<file path="config.mk">
export PLATFORM = sky130hd
export DESIGN_NAME = cache_arbiter_flat
export DESIGN_NICKNAME = d
export VERILOG_FILES = /design/src/rtl/cache_arbiter_if.sv /design/src/rtl/cache_arbiter.sv /design/src/flat_wrapper.sv
export SDC_FILE = /design/constraint.sdc
export NUM_CORES = 1
export LEC_CHECK = 0
export ABC_CLOCK_PERIOD_IN_PS = 16300
export CAP_MARGIN = 20
export CORE_AREA = 2 2 571 573
export DETAILED_ROUTE_END_ITERATION = 8
export DIE_AREA = 0 0 573 575
export DONT_BUFFER_PORTS = 1
export PLACE_DENSITY_LB_ADDON = 0.12
export SETUP_SLACK_MARGIN = 0.05
export SLEW_MARGIN = 20
export SYNTH_ARGS = -nofsm -noshare
export SYNTH_HDL_FRONTEND = slang
export SYNTH_SLANG_ARGS = --single-unit
</file>
<file path="constraint.sdc">
create_clock -name clk -period 16.3 [get_ports clk]
set_clock_uncertainty 0.2 [all_clocks]
set_input_delay 4.075 -clock clk [delete_from_list [all_inputs] [get_ports clk]]
set_output_delay 4.075 -clock clk [all_outputs]
set_load 0.005 [all_outputs]
</file>
<file path="src/rtl/cache_arbiter_if.sv">
// Purpose: cache-side and memory-side line-port signals shared by the cache arbiter.
// Latency: none, wires only.
// Backpressure: requests are held by the caches until their resp; memory side completes on pmem_resp.
// Ports: slave = arbiter view (takes cache requests, drives pmem); master = caches + adaptor view.
interface cache_arbiter_if #(
   parameter int LINE_W = 256,
   parameter int ADDR_W = 32
) ();
   // I-cache side
   logic              i_read;
   logic [ADDR_W-1:0] i_addr;
   logic [LINE_W-1:0] i_rdata;
   logic              i_resp;
   // D-cache side
   logic              d_read;
   logic              d_write;
   logic [ADDR_W-1:0] d_addr;
   logic [LINE_W-1:0] d_wdata;
   logic [LINE_W-1:0] d_rdata;
   logic              d_resp;
   // physical memory (cacheline adaptor) side
   logic              pmem_read;
   logic              pmem_write;
   logic [ADDR_W-1:0] pmem_addr;
   logic [LINE_W-1:0] pmem_wdata;
   logic [LINE_W-1:0] pmem_rdata;
   logic              pmem_resp;

   modport slave (
      input  i_read, i_addr, d_read, d_write, d_addr, d_wdata, pmem_rdata, pmem_resp,
      output i_rdata, i_resp, d_rdata, d_resp, pmem_read, pmem_write, pmem_addr, pmem_wdata
   );

   modport master (
      output i_read, i_addr, d_read, d_write, d_addr, d_wdata, pmem_rdata, pmem_resp,
      input  i_rdata, i_resp, d_rdata, d_resp, pmem_read, pmem_write, pmem_addr, pmem_wdata
   );
endinterface

</file>
<file path="src/rtl/cache_arbiter.sv">
// Purpose: round-robin arbiter sharing one pmem line port between the I-cache and the D-cache.
// Latency: strobe 1 cycle after the request is seen; resp is combinational with pmem_resp; one GAP cycle follows.
// Backpressure: a granted transaction is held stable until pmem_resp (no timeout); the loser waits in IDLE.
// Ports: clk, rst (async active-high), bus (cache_arbiter_if.slave), busy, i_grant_cnt, d_grant_cnt.
module cache_arbiter #(
   parameter int LINE_W = 256,
   parameter int ADDR_W = 32
) (
   input  logic           clk,
   input  logic           rst,
   cache_arbiter_if.slave bus,
   output logic           busy,
   output logic [31:0]    i_grant_cnt,
   output logic [31:0]    d_grant_cnt
);
   typedef enum logic [1:0] {
      IDLE   = 2'd0,
      I_BUSY = 2'd1,
      D_BUSY = 2'd2,
      GAP    = 2'd3
   } state_t;

   state_t            state;
   state_t            state_nxt;
   logic              last_grant;   // 0: I was served last, 1: D was served last
   logic              op_write;
   logic [ADDR_W-1:0] addr_q;
   logic [LINE_W-1:0] wdata_q;
   logic              i_pend;
   logic              d_pend;
   logic              grant_i;
   logic              grant_d;

   assign i_pend = bus.i_read;
   // read+write together is treated as a write-back
   assign d_pend = bus.d_read | bus.d_write;

   // Read data is passed straight through; each cache qualifies it with its own resp.
   assign bus.i_rdata    = bus.pmem_rdata;
   assign bus.d_rdata    = bus.pmem_rdata;
   assign bus.pmem_addr  = addr_q;
   assign bus.pmem_wdata = wdata_q;
   assign busy           = (state != IDLE);

   always_comb begin
      state_nxt       = state;
      grant_i         = 1'b0;
      grant_d         = 1'b0;
      bus.pmem_read   = 1'b0;
      bus.pmem_write  = 1'b0;
      bus.i_resp      = 1'b0;
      bus.d_resp      = 1'b0;
      case (state)
         IDLE: begin
            // on a tie, serve whoever was not served last
            if (i_pend && d_pend) begin
               grant_i = last_grant;
               grant_d = ~last_grant;
            end else begin
               grant_i = i_pend;
               grant_d = d_pend;
            end
            if (grant_i) begin
               state_nxt = I_BUSY;
            end else if (grant_d) begin
               state_nxt = D_BUSY;
            end
         end
         I_BUSY: begin
            bus.pmem_read = 1'b1;
            if (bus.pmem_resp) begin
               bus.i_resp = 1'b1;
               state_nxt  = GAP;
            end
         end
         D_BUSY: begin
            bus.pmem_read  = ~op_write;
            bus.pmem_write = op_write;
            if (bus.pmem_resp) begin
               bus.d_resp = 1'b1;
               state_nxt  = GAP;
            end
         end
         GAP: begin
            // dead cycle lets the served cache drop its request before re-arbitration
            state_nxt = IDLE;
         end
         default: begin
            state_nxt = IDLE;
         end
      endcase
   end

   always_ff @(posedge clk or posedge rst) begin
      if (rst) begin
         state       <= IDLE;
         last_grant  <= 1'b0;
         op_write    <= 1'b0;
         addr_q      <= '0;
         wdata_q     <= '0;
         i_grant_cnt <= 32'd0;
         d_grant_cnt <= 32'd0;
      end else begin
         state <= state_nxt;
         if (grant_i) begin
            addr_q      <= bus.i_addr;
            op_write    <= 1'b0;
            last_grant  <= 1'b0;
            i_grant_cnt <= i_grant_cnt + 32'd1;
         end
         if (grant_d) begin
            addr_q      <= bus.d_addr;
            op_write    <= bus.d_write;
            last_grant  <= 1'b1;
            d_grant_cnt <= d_grant_cnt + 32'd1;
            if (bus.d_write) begin
               wdata_q <= bus.d_wdata;
            end
         end
      end
   end
endmodule

</file>
<file path="src/flat_wrapper.sv">
// flat-port wrapper written by rule: the top's interface ports become plain ports
module cache_arbiter_flat 
#(
   parameter int LINE_W = 256,
   parameter int ADDR_W = 32
)
  (clk, rst, busy, i_grant_cnt, d_grant_cnt, bus_i_read, bus_i_addr, bus_d_read, bus_d_write, bus_d_addr, bus_d_wdata, bus_pmem_rdata, bus_pmem_resp, bus_i_rdata, bus_i_resp, bus_d_rdata, bus_d_resp, bus_pmem_read, bus_pmem_write, bus_pmem_addr, bus_pmem_wdata);
  cache_arbiter_if #(.LINE_W(LINE_W), .ADDR_W(ADDR_W)) bus_i ();
  input  logic clk;
  input  logic rst;
  output logic busy;
  output logic [31:0] i_grant_cnt;
  output logic [31:0] d_grant_cnt;
  input wire logic [$bits(bus_i.i_read)-1:0] bus_i_read;
  input wire logic [$bits(bus_i.i_addr)-1:0] bus_i_addr;
  input wire logic [$bits(bus_i.d_read)-1:0] bus_d_read;
  input wire logic [$bits(bus_i.d_write)-1:0] bus_d_write;
  input wire logic [$bits(bus_i.d_addr)-1:0] bus_d_addr;
  input wire logic [$bits(bus_i.d_wdata)-1:0] bus_d_wdata;
  input wire logic [$bits(bus_i.pmem_rdata)-1:0] bus_pmem_rdata;
  input wire logic [$bits(bus_i.pmem_resp)-1:0] bus_pmem_resp;
  output wire logic [$bits(bus_i.i_rdata)-1:0] bus_i_rdata;
  output wire logic [$bits(bus_i.i_resp)-1:0] bus_i_resp;
  output wire logic [$bits(bus_i.d_rdata)-1:0] bus_d_rdata;
  output wire logic [$bits(bus_i.d_resp)-1:0] bus_d_resp;
  output wire logic [$bits(bus_i.pmem_read)-1:0] bus_pmem_read;
  output wire logic [$bits(bus_i.pmem_write)-1:0] bus_pmem_write;
  output wire logic [$bits(bus_i.pmem_addr)-1:0] bus_pmem_addr;
  output wire logic [$bits(bus_i.pmem_wdata)-1:0] bus_pmem_wdata;
  assign bus_i.i_read = bus_i_read;
  assign bus_i.i_addr = bus_i_addr;
  assign bus_i.d_read = bus_d_read;
  assign bus_i.d_write = bus_d_write;
  assign bus_i.d_addr = bus_d_addr;
  assign bus_i.d_wdata = bus_d_wdata;
  assign bus_i.pmem_rdata = bus_pmem_rdata;
  assign bus_i.pmem_resp = bus_pmem_resp;
  assign bus_i_rdata = bus_i.i_rdata;
  assign bus_i_resp = bus_i.i_resp;
  assign bus_d_rdata = bus_i.d_rdata;
  assign bus_d_resp = bus_i.d_resp;
  assign bus_pmem_read = bus_i.pmem_read;
  assign bus_pmem_write = bus_i.pmem_write;
  assign bus_pmem_addr = bus_i.pmem_addr;
  assign bus_pmem_wdata = bus_i.pmem_wdata;
  cache_arbiter #(.LINE_W(LINE_W), .ADDR_W(ADDR_W)) u_core (.clk(clk), .rst(rst), .bus(bus_i), .busy(busy), .i_grant_cnt(i_grant_cnt), .d_grant_cnt(d_grant_cnt));
endmodule
</file>
==> impl_metrics.env <==
export IMPL_status="complete, no violations"
export IMPL_worst_pin_slew_ns=1.26
export IMPL_crit_path_max_fanout=3
export IMPL_clk_pin_slew_ns=0.06
export IMPL_grt_max_degree=106
export IMPL_ctsHoldBuffers=0
export IMPL_slowest_delay_ns=0.16
export IMPL_p_switching_uw=1640
export IMPL_post_cts_buffers=0
export IMPL_maxCapViolCount=0
export IMPL_core_area_mm2=0.323
export IMPL_synth_most_common_cell="buf_4"
export IMPL_p_comb_share_pct=17.7
export IMPL_synth_seq_cells=356
export IMPL_period_share_pct=52.2
export IMPL_slew_headroom_pct=16.0
export IMPL_syn_avg_cell_area_um2=11.7
export IMPL_cts_resized=0
export IMPL_worstSkewPairLatency_ns=0.74
export IMPL_cts_buffers=55
export IMPL_utilization_pct=6.64
export IMPL_place_area_mm2=0.0195
export IMPL_ir_drop_mv=0.0886
export IMPL_via_per_inst=1.73
export IMPL_n_fill_cell=37800
export IMPL_synth_top_cells_by_count="buf_4 (512), dfrtp_1 (356), mux2_2 (258), nand2_1 (85), nor2_1 (44)"
export IMPL_ys_flop_type="dfrtp_1"
export IMPL_grtUsageTotal_pct=6.80
export IMPL_clk_path_buf_depth=3
export IMPL_detail_route_wl_per_cell_um=21.2
export IMPL_synthArstFlopShare_pct=100
export IMPL_root_buffer="clkbuf_16"
export IMPL_row_count=209
export IMPL_drive_above_1_share_pct=34.4
export IMPL_dr_pass1_iters=4
export IMPL_netlist_area_leader_share_pct=49.5
export IMPL_synth_edf_count=0
export IMPL_end_kind="output port"
export IMPL_cellLeakagePower_uw=0.00727
export IMPL_ant_nets=0
export IMPL_clkPwrFrac_pct=31.4
export IMPL_routed_wl_um=115000
export IMPL_vias=9429
export IMPL_worstPathRequired_ns=12.02
export IMPL_fp_dieArea_mm2=0.329
export IMPL_top_level_ports=1451
export IMPL_hp_class="reg -> reg"
export IMPL_htreeDepth=2
export IMPL_finalHoldViolCount=0
export IMPL_power_uw=4030
export IMPL_nets=1634
export IMPL_synth_distinct_cells=37
export IMPL_numPortBuffers=0
export IMPL_grt_ovfl_total=0
export IMPL_p_int_uw=2390
export IMPL_die_h_um=575
export IMPL_grt_pass1_wl_um=140000
export IMPL_wl_met3_um=25900
export IMPL_cts_sinks=356
export IMPL_cp_top_family="simple AND/OR/NAND/NOR gates"
export IMPL_wl_met2_um=51300
export IMPL_netSwitchingFraction_pct=40.8
export IMPL_synth_seq_area_share_pct=49.5
export IMPL_gp_congestion=0.730
export IMPL_power_share_sequential_pct=51.0
export IMPL_cpMaxStageDelayCell="and2_1"
export IMPL_synth_nets=2125
export IMPL_area_delta_synth_final_pct=19.1
export IMPL_setup_violations=0
export IMPL_cp_start_kind="input pin"
export IMPL_syn_inst=1537
export IMPL_drc=0
export IMPL_grt_pass1_vias=10400
export IMPL_critPathArrivalTime_ns=4.23
export IMPL_timing_hold_ws_ns=0.306
export IMPL_fin_crit_ns=8.51
export IMPL_regArea_mm2=0.00891
export IMPL_die_w_um=573
export IMPL_critical_path_class="in -> out"
export IMPL_timing_fmax_mhz=118
export IMPL_cts_tree="yes"
export IMPL_slew_violations=0
export IMPL_routed_top_layer="met5"
export IMPL_p_per_area_mw_per_mm2=188
export IMPL_dp_hpwl_um=97600
export IMPL_grt_setup_unrepaired="no"
export IMPL_synthTopCellsByArea="dfrtp_1 (49%), buf_4 (21%), mux2_2 (16%), xnor2_1 (1.9%), nand2_1 (1.8%)"
export IMPL_tns_ns=0
export IMPL_multi_input_area_mm2=0.00501
export IMPL_synth_top_cell_by_area="dfrtp_1"
export IMPL_initial_core_util_pct=5.57
export IMPL_fin_area_mm2=0.0215
export IMPL_crit_buf_inv=0
export IMPL_antenna_found_initial=88
export IMPL_drt_iter0_markers=317
export IMPL_m1WireLength_um=30200
export IMPL_yosys_warnings=0
export IMPL_path_cells="and2_1"
export IMPL_synth_area_mm2=0.0180
## routing by layer
layer	track usage, %	vias up
li1	-	3659
met1	5.26	4407
met2	10.8	962
met3	6.76	385
met4	3.93	16
met5	0	-
## worst reg2reg max path: cells and delay by family, from the launching register on
family | cells | cell delay (ns)
XOR/XNOR | 1 | 0.19
adder cells (fa/ha/maj) | 1 | 0.17
buffers and inverters | 2 | 0.39
flip-flops | 1 | 0.39
AND/OR/NAND/NOR | 3 | 2.42
## flip-flops by register name, indices dropped and copies added (netlist names)
name,flops
u_core.d_grant_cnt,32
u_core.bus.pmem_wdata,256
u_core.last_grant,1
u_core.bus.pmem_addr,32
u_core.state,2
u_core.op_write,1
u_core.i_grant_cnt,32
## stage by stage
stage,instances,setup slack (ns)
after floorplan,1537,2.15
after global routing,5416,7.79
after detailed placement,5313,7.79
after CTS,5414,7.79
final,5442,7.79
after global placement,5313,7.79
## kinds of logic (layout without fill, tap and decap cells)
| group | after synthesis | count (layout) | share of synthesized area (%) |
|---|---|---|---|
| buffers and inverters | 576 | 129 | 22.9 |
| DFF | 356 | 356 | 49.5 |
| muxes | 258 | 258 | 16.1 |
| xor gates and xnor gates | 62 | 62 | 3.02 |
| adders and majority gates | 6 | 6 | 0.417 |
| other | 0 | 27 | 0 |
| and+or+nand+nor | 239 | 239 | 6.58 |
| AOI/OAI and AO/OA | 40 | 40 | 1.47 |
## area by class of cell
cell class | count | share of cell area, %
Sequential cell | 356 | 41.5
Tap cell | 4325 | 25.2
Multi-Input combinational cell | 605 | 23.4
Clock buffer | 84 | 7.53
Clock inverter | 17 | 1.15
Timing Repair Buffer | 15 | 0.642
Antenna cell | 27 | 0.315
Inverter | 13 | 0.262
## power groups by stage
stage	Clock, µW	Sequential [µW]	Combinational (µW)
6_report	1260	2060	712
5_1_grt	1370	2220	802
4_1_cts	1360	2180	737
3_5_place_dp	0	2190	737
3_3_place_gp	0	2210	717
2_1_floorplan	0	1510	675
## placed cells by master, fill, tap and decap left out, drive strengths merged, types with 22 or more instances in the layout
master,count
nand3,28
xor2,22
nand4,27
xnor2,40
a31oi,32
clkbuf,84
diode,27
nand2,85
dfrtp,356
nor2,44
mux2,258
## final timing paths
path                                             start                          to  slack (ns)  depth (start not counted)
max in group asynchronous                          rst  u_core.bus.pmem_wdata[142]       10.23                          4
worst max-delay path                     bus_pmem_resp                  bus_i_resp        7.79                          1
worst min register to register  u_core.d_grant_cnt[31]      u_core.d_grant_cnt[31]        0.31                          1
worst max register to register         u_core.state[0]      u_core.d_grant_cnt[28]       12.46                          7
min in group asynchronous                          rst  u_core.bus.pmem_wdata[240]        3.09                          1
worst min-delay path            u_core.d_grant_cnt[31]      u_core.d_grant_cnt[31]        0.31                          1
No activity file was read; power rests on OpenSTA's default activity.
